==> config.mk <==
export PLATFORM = sky130hd
export DESIGN_NAME = pulse_train_gen
export DESIGN_NICKNAME = d
export VERILOG_FILES = /design/src/rtl/pulse_gen_pkg.sv /design/src/rtl/pulse_phase_counter.sv /design/src/rtl/pulse_train_gen.sv
export SDC_FILE = /design/constraint.sdc
export NUM_CORES = 1
export LEC_CHECK = 0
export CAP_MARGIN = 20
export CORE_UTILIZATION = 55
export DETAILED_ROUTE_END_ITERATION = 7
export PLACE_DENSITY = 0.88
export SYNTH_ARGS = -nofsm -noshare
export SYNTH_HDL_FRONTEND = slang
export SYNTH_SLANG_ARGS = --single-unit
==> constraint.sdc <==
create_clock -name clk -period 3 [get_ports clk]
set_clock_uncertainty 0.2 [all_clocks]
set_input_delay 0.9 -clock clk [delete_from_list [all_inputs] [get_ports clk]]
set_output_delay 0.9 -clock clk [all_outputs]
set_load 0.05 [all_outputs]
==> src/rtl/pulse_gen_pkg.sv <==
// pulse_gen_pkg: shared state encoding and default widths for the pulse train generator
package pulse_gen_pkg;
    localparam int DEF_CNT_W = 8;
    localparam int DEF_NUM_W = 8;
    typedef enum logic [1:0] {IDLE = 2'd0, HIGH = 2'd1, LOW = 2'd2} pg_state_t;
endpackage

==> src/rtl/pulse_phase_counter.sv <==
// pulse_phase_counter: loadable down-counter with zero flag, saturating at zero
module pulse_phase_counter #(
    parameter int CNT_W = 8
) (
    input  logic             clk,
    input  logic             rst,
    input  logic             load,
    input  logic             dec,
    input  logic [CNT_W-1:0] load_val,
    output logic             zero
);
    logic [CNT_W-1:0] cnt;
    always_ff @(posedge clk or posedge rst) begin
        if (rst) cnt <= '0;
        else if (load) cnt <= load_val;
        else if (dec && cnt != '0) cnt <= cnt - CNT_W'(1);
    end
    assign zero = (cnt == '0);
endmodule

==> src/rtl/pulse_train_gen.sv <==
// pulse_train_gen: programmable HIGH/LOW pulse train with registered rise/fall strobes
module pulse_train_gen
    import pulse_gen_pkg::*;
#(
    parameter int CNT_W = DEF_CNT_W,
    parameter int NUM_W = DEF_NUM_W
) (
    input  logic             clk,
    input  logic             rst,
    input  logic             start,
    input  logic             abort,
    input  logic [CNT_W-1:0] high_cycles,
    input  logic [CNT_W-1:0] low_cycles,
    input  logic [NUM_W-1:0] num_pulses,
    output logic             wave_out,
    output logic             rise_strobe,
    output logic             fall_strobe,
    output logic             busy,
    output logic             done
);
    pg_state_t state, state_n;
    logic [NUM_W-1:0] left, left_n;
    logic [CNT_W-1:0] h_lat, l_lat, h_n, l_n, h_eff, l_eff, load_val;
    logic load, dec, zero;
    logic wave_n, rise_n, fall_n, busy_n, done_n;

    assign h_eff = (high_cycles == '0) ? CNT_W'(1) : high_cycles;
    assign l_eff = (low_cycles == '0) ? CNT_W'(1) : low_cycles;

    pulse_phase_counter #(.CNT_W(CNT_W)) u_phase (
        .clk      (clk),
        .rst      (rst),
        .load     (load),
        .dec      (dec),
        .load_val (load_val),
        .zero     (zero)
    );

    always_comb begin
        state_n  = state;
        left_n   = left;
        h_n      = h_lat;
        l_n      = l_lat;
        load     = 1'b0;
        dec      = 1'b0;
        load_val = '0;
        wave_n   = 1'b0;
        rise_n   = 1'b0;
        fall_n   = 1'b0;
        busy_n   = 1'b0;
        done_n   = 1'b0;
        case (state)
            IDLE: begin
                if (start && !abort) begin
                    h_n = h_eff;
                    l_n = l_eff;
                    if (num_pulses == '0) begin
                        done_n = 1'b1;
                    end else begin
                        state_n  = HIGH;
                        left_n   = num_pulses;
                        load     = 1'b1;
                        load_val = h_eff - CNT_W'(1);
                        wave_n   = 1'b1;
                        rise_n   = 1'b1;
                        busy_n   = 1'b1;
                    end
                end
            end
            HIGH: begin
                // abort still closes the open high phase with a fall strobe
                if (abort) begin
                    state_n = IDLE;
                    fall_n  = 1'b1;
                end else if (zero) begin
                    state_n  = LOW;
                    load     = 1'b1;
                    load_val = l_lat - CNT_W'(1);
                    fall_n   = 1'b1;
                    busy_n   = 1'b1;
                end else begin
                    dec    = 1'b1;
                    wave_n = 1'b1;
                    busy_n = 1'b1;
                end
            end
            LOW: begin
                if (abort) begin
                    state_n = IDLE;
                end else if (zero && left > NUM_W'(1)) begin
                    state_n  = HIGH;
                    left_n   = left - NUM_W'(1);
                    load     = 1'b1;
                    load_val = h_lat - CNT_W'(1);
                    wave_n   = 1'b1;
                    rise_n   = 1'b1;
                    busy_n   = 1'b1;
                end else if (zero) begin
                    state_n = IDLE;
                    done_n  = 1'b1;
                end else begin
                    dec    = 1'b1;
                    busy_n = 1'b1;
                end
            end
            default: state_n = IDLE;
        endcase
    end

    always_ff @(posedge clk or posedge rst) begin
        if (rst) begin
            state       <= IDLE;
            left        <= '0;
            h_lat       <= '0;
            l_lat       <= '0;
            wave_out    <= 1'b0;
            rise_strobe <= 1'b0;
            fall_strobe <= 1'b0;
            busy        <= 1'b0;
            done        <= 1'b0;
        end else begin
            state       <= state_n;
            left        <= left_n;
            h_lat       <= h_n;
            l_lat       <= l_n;
            wave_out    <= wave_n;
            rise_strobe <= rise_n;
            fall_strobe <= fall_n;
            busy        <= busy_n;
            done        <= done_n;
        end
    end
endmodule

==> flow_summary_export.csv <==
group,metric,value,unit
outcome,run_status,"finished, final reports clean",
cts,htree_levels,2,
routing,drt_pre_antenna_iters,4,
setup_path,timing.rr.start,"state[0]",
worst_hold_path,min_to,"left[7]",
floorplanning,die_area,0.00491,mm2
sta,tns,0,ns
synth,netlist_instances,259,
sta,finalCritPeriodShare,89.9,%
power,internal-power,0.00168,W
cts,clkTransAtPathRegs,0.07,ns
synth,ys_seq_area_share,38.3,%
global_routing,grt_pass1_vias,2167,
cts,cts.repair.resized,0,
synth,synth_top_area_share,38.3,%
synth,ys_types,59,
power,p_switching,0.00117,W
routing,drt_iter0_drc,158,
sta,period_needed,2.70,ns
worst_hold_path,worstHoldStart,"left[7]",
synth,yosysWarnings,0,
synth,synth-simple-area-share,18.0,%
global_routing,grt_pass1_wl,10000,um
synth,synthFlopType,"dfrtp_1",
global_routing,antenna_found_initial,0,
synth,syn_nets,296,
worst_hold_path,hp-class,"reg2reg",
sta,tightest_slew,0.550,ns
cts,postCtsSetupRepairBufs,0,
synth,synth-seq-cells,39,
setup_path,arrival,2.66,ns
placed_design,dp_hpwl,4500,um
setup_path,critical_path_class,"in2reg",
cts,root_buffer,"clkbuf_8",
synth,synth_top_family_by_area,"compound AO/OA/AOI/OAI gates",
cells_and_area,area_growth,25.2,%
setup_path,max_stage_delay,0.54,ns
floorplanning,pin_count,33,
placed_design,routabilityCongestion,0.907,
sta,fmax,0.371,GHz
floorplanning,die_h,70.1,um
cells_and_area,diodes,0,
synth,syn_area,0.00255,mm2
cells_and_area,drive_gt1_share,17.5,%
cts,clockBufferDepth,2,
setup_path,setup.worst_path.end_class,"flip-flop",
power,leakagePower,1.34,nW
placed_design,dp_slack,0.00217,ns
synth,synthMuxAreaShare,10.2,%
setup_path,reg2reg_depth,8,
sta,rsz0062_at_grt,"false",
sta,setup_violations,0,
cts,cts-buffers-inserted,5,
worst_hold_path,worstHoldPathCells,1,
sta,relSlewSlack,63.0,%
cells_and_area,multiInputGateArea,0.00149,mm2
routing,wirelength,6060,um
routing,drc,0,
run,maxCapViolCount,0,
floorplanning,initial_core_util,57.8,%
sta,final_hold_viol_count,0,
synth,synth_edf_count,0,
global_routing,grt-ovfl-total,0,
floorplanning,rows,24,
synth,synth_area_leaders,"dfrtp_1 38%, mux2_2 6.6%, ha_1 4.4%",
cells_and_area,final_nets,351,
setup_path,cp_slowest_cell,"clkdlybuf4s50_1",
cts,clock-sinks,39,
synth,synthXorXnorAreaFrac,6.18,%
synth,avgSynthCellArea,9.85,um2
global_routing,grt_max_degree,40,
sta,fin_hold_ws,0.293,ns
sta,drv_slew,0,
power,swShare,41.2,%
cts,clock_latency,0.30,ns
cells_and_area,layout.area.seq,976,um2
setup_path,reg2reg_slack,0.37,ns
global_routing,grt_usage,26.0,%
power,power_frac_comb,48.2,%
setup_path,required,2.96,ns
routing,vias,2237,
cts,ctsHoldBuffers,0,
cells_and_area,fillers,318,
power,p_clk_share,15.9,%
routing,routedWlPerCell,16.5,um
synth,synth_adder_area_share,4.41,%
power,seqPwrFrac,35.9,%
setup_path,worstPathMaxFanout,5,
setup_path,crit_chain,"clkdlybuf4s50_1 > nor3_1 > buf_4 > a2111o_1 > xnor2_1 > a221oi_1 > mux2i_1",
synth,synth_top_area_cell,"dfrtp_1",
sta,fin_ws,0.302,ns
power,ir_drop,0.446,mV
floorplanning,coreArea,0.00441,mm2
synth,async_flop_share,100,%
synth,synth_compound_area_share,19.6,%
cts,cts_tree,"done",
floorplanning,die_w,70.1,um
placed_design,port_buffers,32,
power,power_density,893,mW/mm2
setup_path,worst_setup_path_start_kind,"input port",
setup_path,r2r_end,"u_phase.cnt[7]",
routing,avgViaCountPerCell,6.10,
routing,ant_nets,0,
[power by group through the flow]
stage / clock network (W) / registers [W] / logic (W)
finish: 0.000453 / 0.00102 / 0.00137
global route: 0.000482 / 0.00106 / 0.00150
CTS: 0.000464 / 0.00102 / 0.00137
detailed placement: 0 / 0.00103 / 0.00135
global placement: 0 / 0.00101 / 0.00131
floorplan: 0 / 0.00103 / 0.000932
[sequential cells by signal, summed over array words and instances, names as in the netlist]
name and count:
rise_strobe 1, state 2, left 8, busy 1, u_phase.cnt 8, h_lat 8
fall_strobe 1, done 1, wave_out 1, l_lat 8
[layer usage]
metal / track usage [%] / up-vias / wire length [um]
met3: 6.06 / 12 / 363
li1: - / 1083 / -
met4: 9.56 / 0 / 110
met5: 0 / - / 0
met2: 42.4 / 93 / 3060
met1: 33.6 / 1049 / 2520
[final cells by class]
type,count,area share [%]
clock inverter,2,1.10
clock buffer,6,2.59
sequential,39,30.6
timing repair buffer,54,15.2
multi-input combinational,198,46.6
tap,52,2.04
inverter,16,1.88
[worst max-delay path: cells and delay by family]
family / cells / cell delay, ns
AO/OA/AOI/OAI: 2 / 0.71
XOR/XNOR: 1 / 0.14
buffers and inverters: 2 / 0.69
multiplexers: 1 / 0.14
AND/OR/NAND/NOR: 1 / 0.08
[cells in the mapped netlist, types with 4 or more instances]
master / count
a21oi_1: 12
ha_1: 9
nand2b_1: 5
a31oi_1: 5
o21ai_0: 11
nand3_1: 7
mux2i_1: 6
dfrtp_1: 39
nor3_1: 8
xor2_1: 12
a221oi_1: 4
inv_1: 15
or3_1: 4
nor4_1: 7
nand2_1: 16
nor2_1: 14
nand4_1: 4
mux2_2: 15
xnor2_1: 6
[cells in the final DEF, fill, tap and decap left out, drive strengths merged, types with 2 or more instances in the layout]
master	netlist	routed
inv	15	15
or4	2	2
nand4	4	4
mux2i	6	6
nor4b	2	2
nand3	7	7
or3	4	4
and2	2	2
o221ai	2	2
o21a	2	2
ha	9	9
nand2b	5	5
o22ai	3	3
o211a	2	2
clkdlybuf4s50	0	32
nand2	16	16
mux2	17	17
o31ai	2	2
nor2b	3	3
o21bai	2	2
buf	3	22
xor2	12	12
a22oi	2	2
nor4	7	7
nor2	14	14
o211ai	2	2
xnor2	6	6
a21boi	2	2
a221oi	4	4
clkbuf	3	6
a31oi	6	6
dfrtp	39	39
o21ai	12	12
clkinv	1	2
nand3b	3	3
nor3	9	9
o2bb2ai	3	3
a21oi	12	12
[worst max path at each step]
stage / from / endpoint / slack (ns) / cells past startpoint
after floorplan: abort / u_phase.cnt[1] / 0.53 / 6
after global placement: num_pulses[4] / u_phase.cnt[7] / 0.09 / 7
after detailed placement: abort / u_phase.cnt[7] / 0.002 / 7
after CTS: abort / u_phase.cnt[7] / 0.31 / 7
after global routing: state[0] / u_phase.cnt[4] / 0.20 / 8
final: high_cycles[4] / u_phase.cnt[3] / 0.30 / 7
[stage by stage]
| step | std cells | power, W | area, um2 | utilization, % |
|---|---|---|---|---|
| 3_3_place_gp | 359 | 0.00232 | 3080 | 69.7 |
| 2_1_floorplan | 259 | 0.00197 | 2550 | - |
| 6_report | 367 | 0.00285 | 3190 | 72.3 |
| 4_1_cts | 367 | 0.00285 | 3190 | 72.3 |
| 5_1_grt | 367 | 0.00304 | 3190 | 72.3 |
| 3_5_place_dp | 359 | 0.00237 | 3080 | 69.7 |
[kinds of logic after synthesis]
family	Yosys count
fa+ha+maj	9
mux	23
compound gates	67
xor+xnor	18
simple gates	81
flops	39
buf+inv	22
Note: power is estimated with default switching activity, not from simulation.
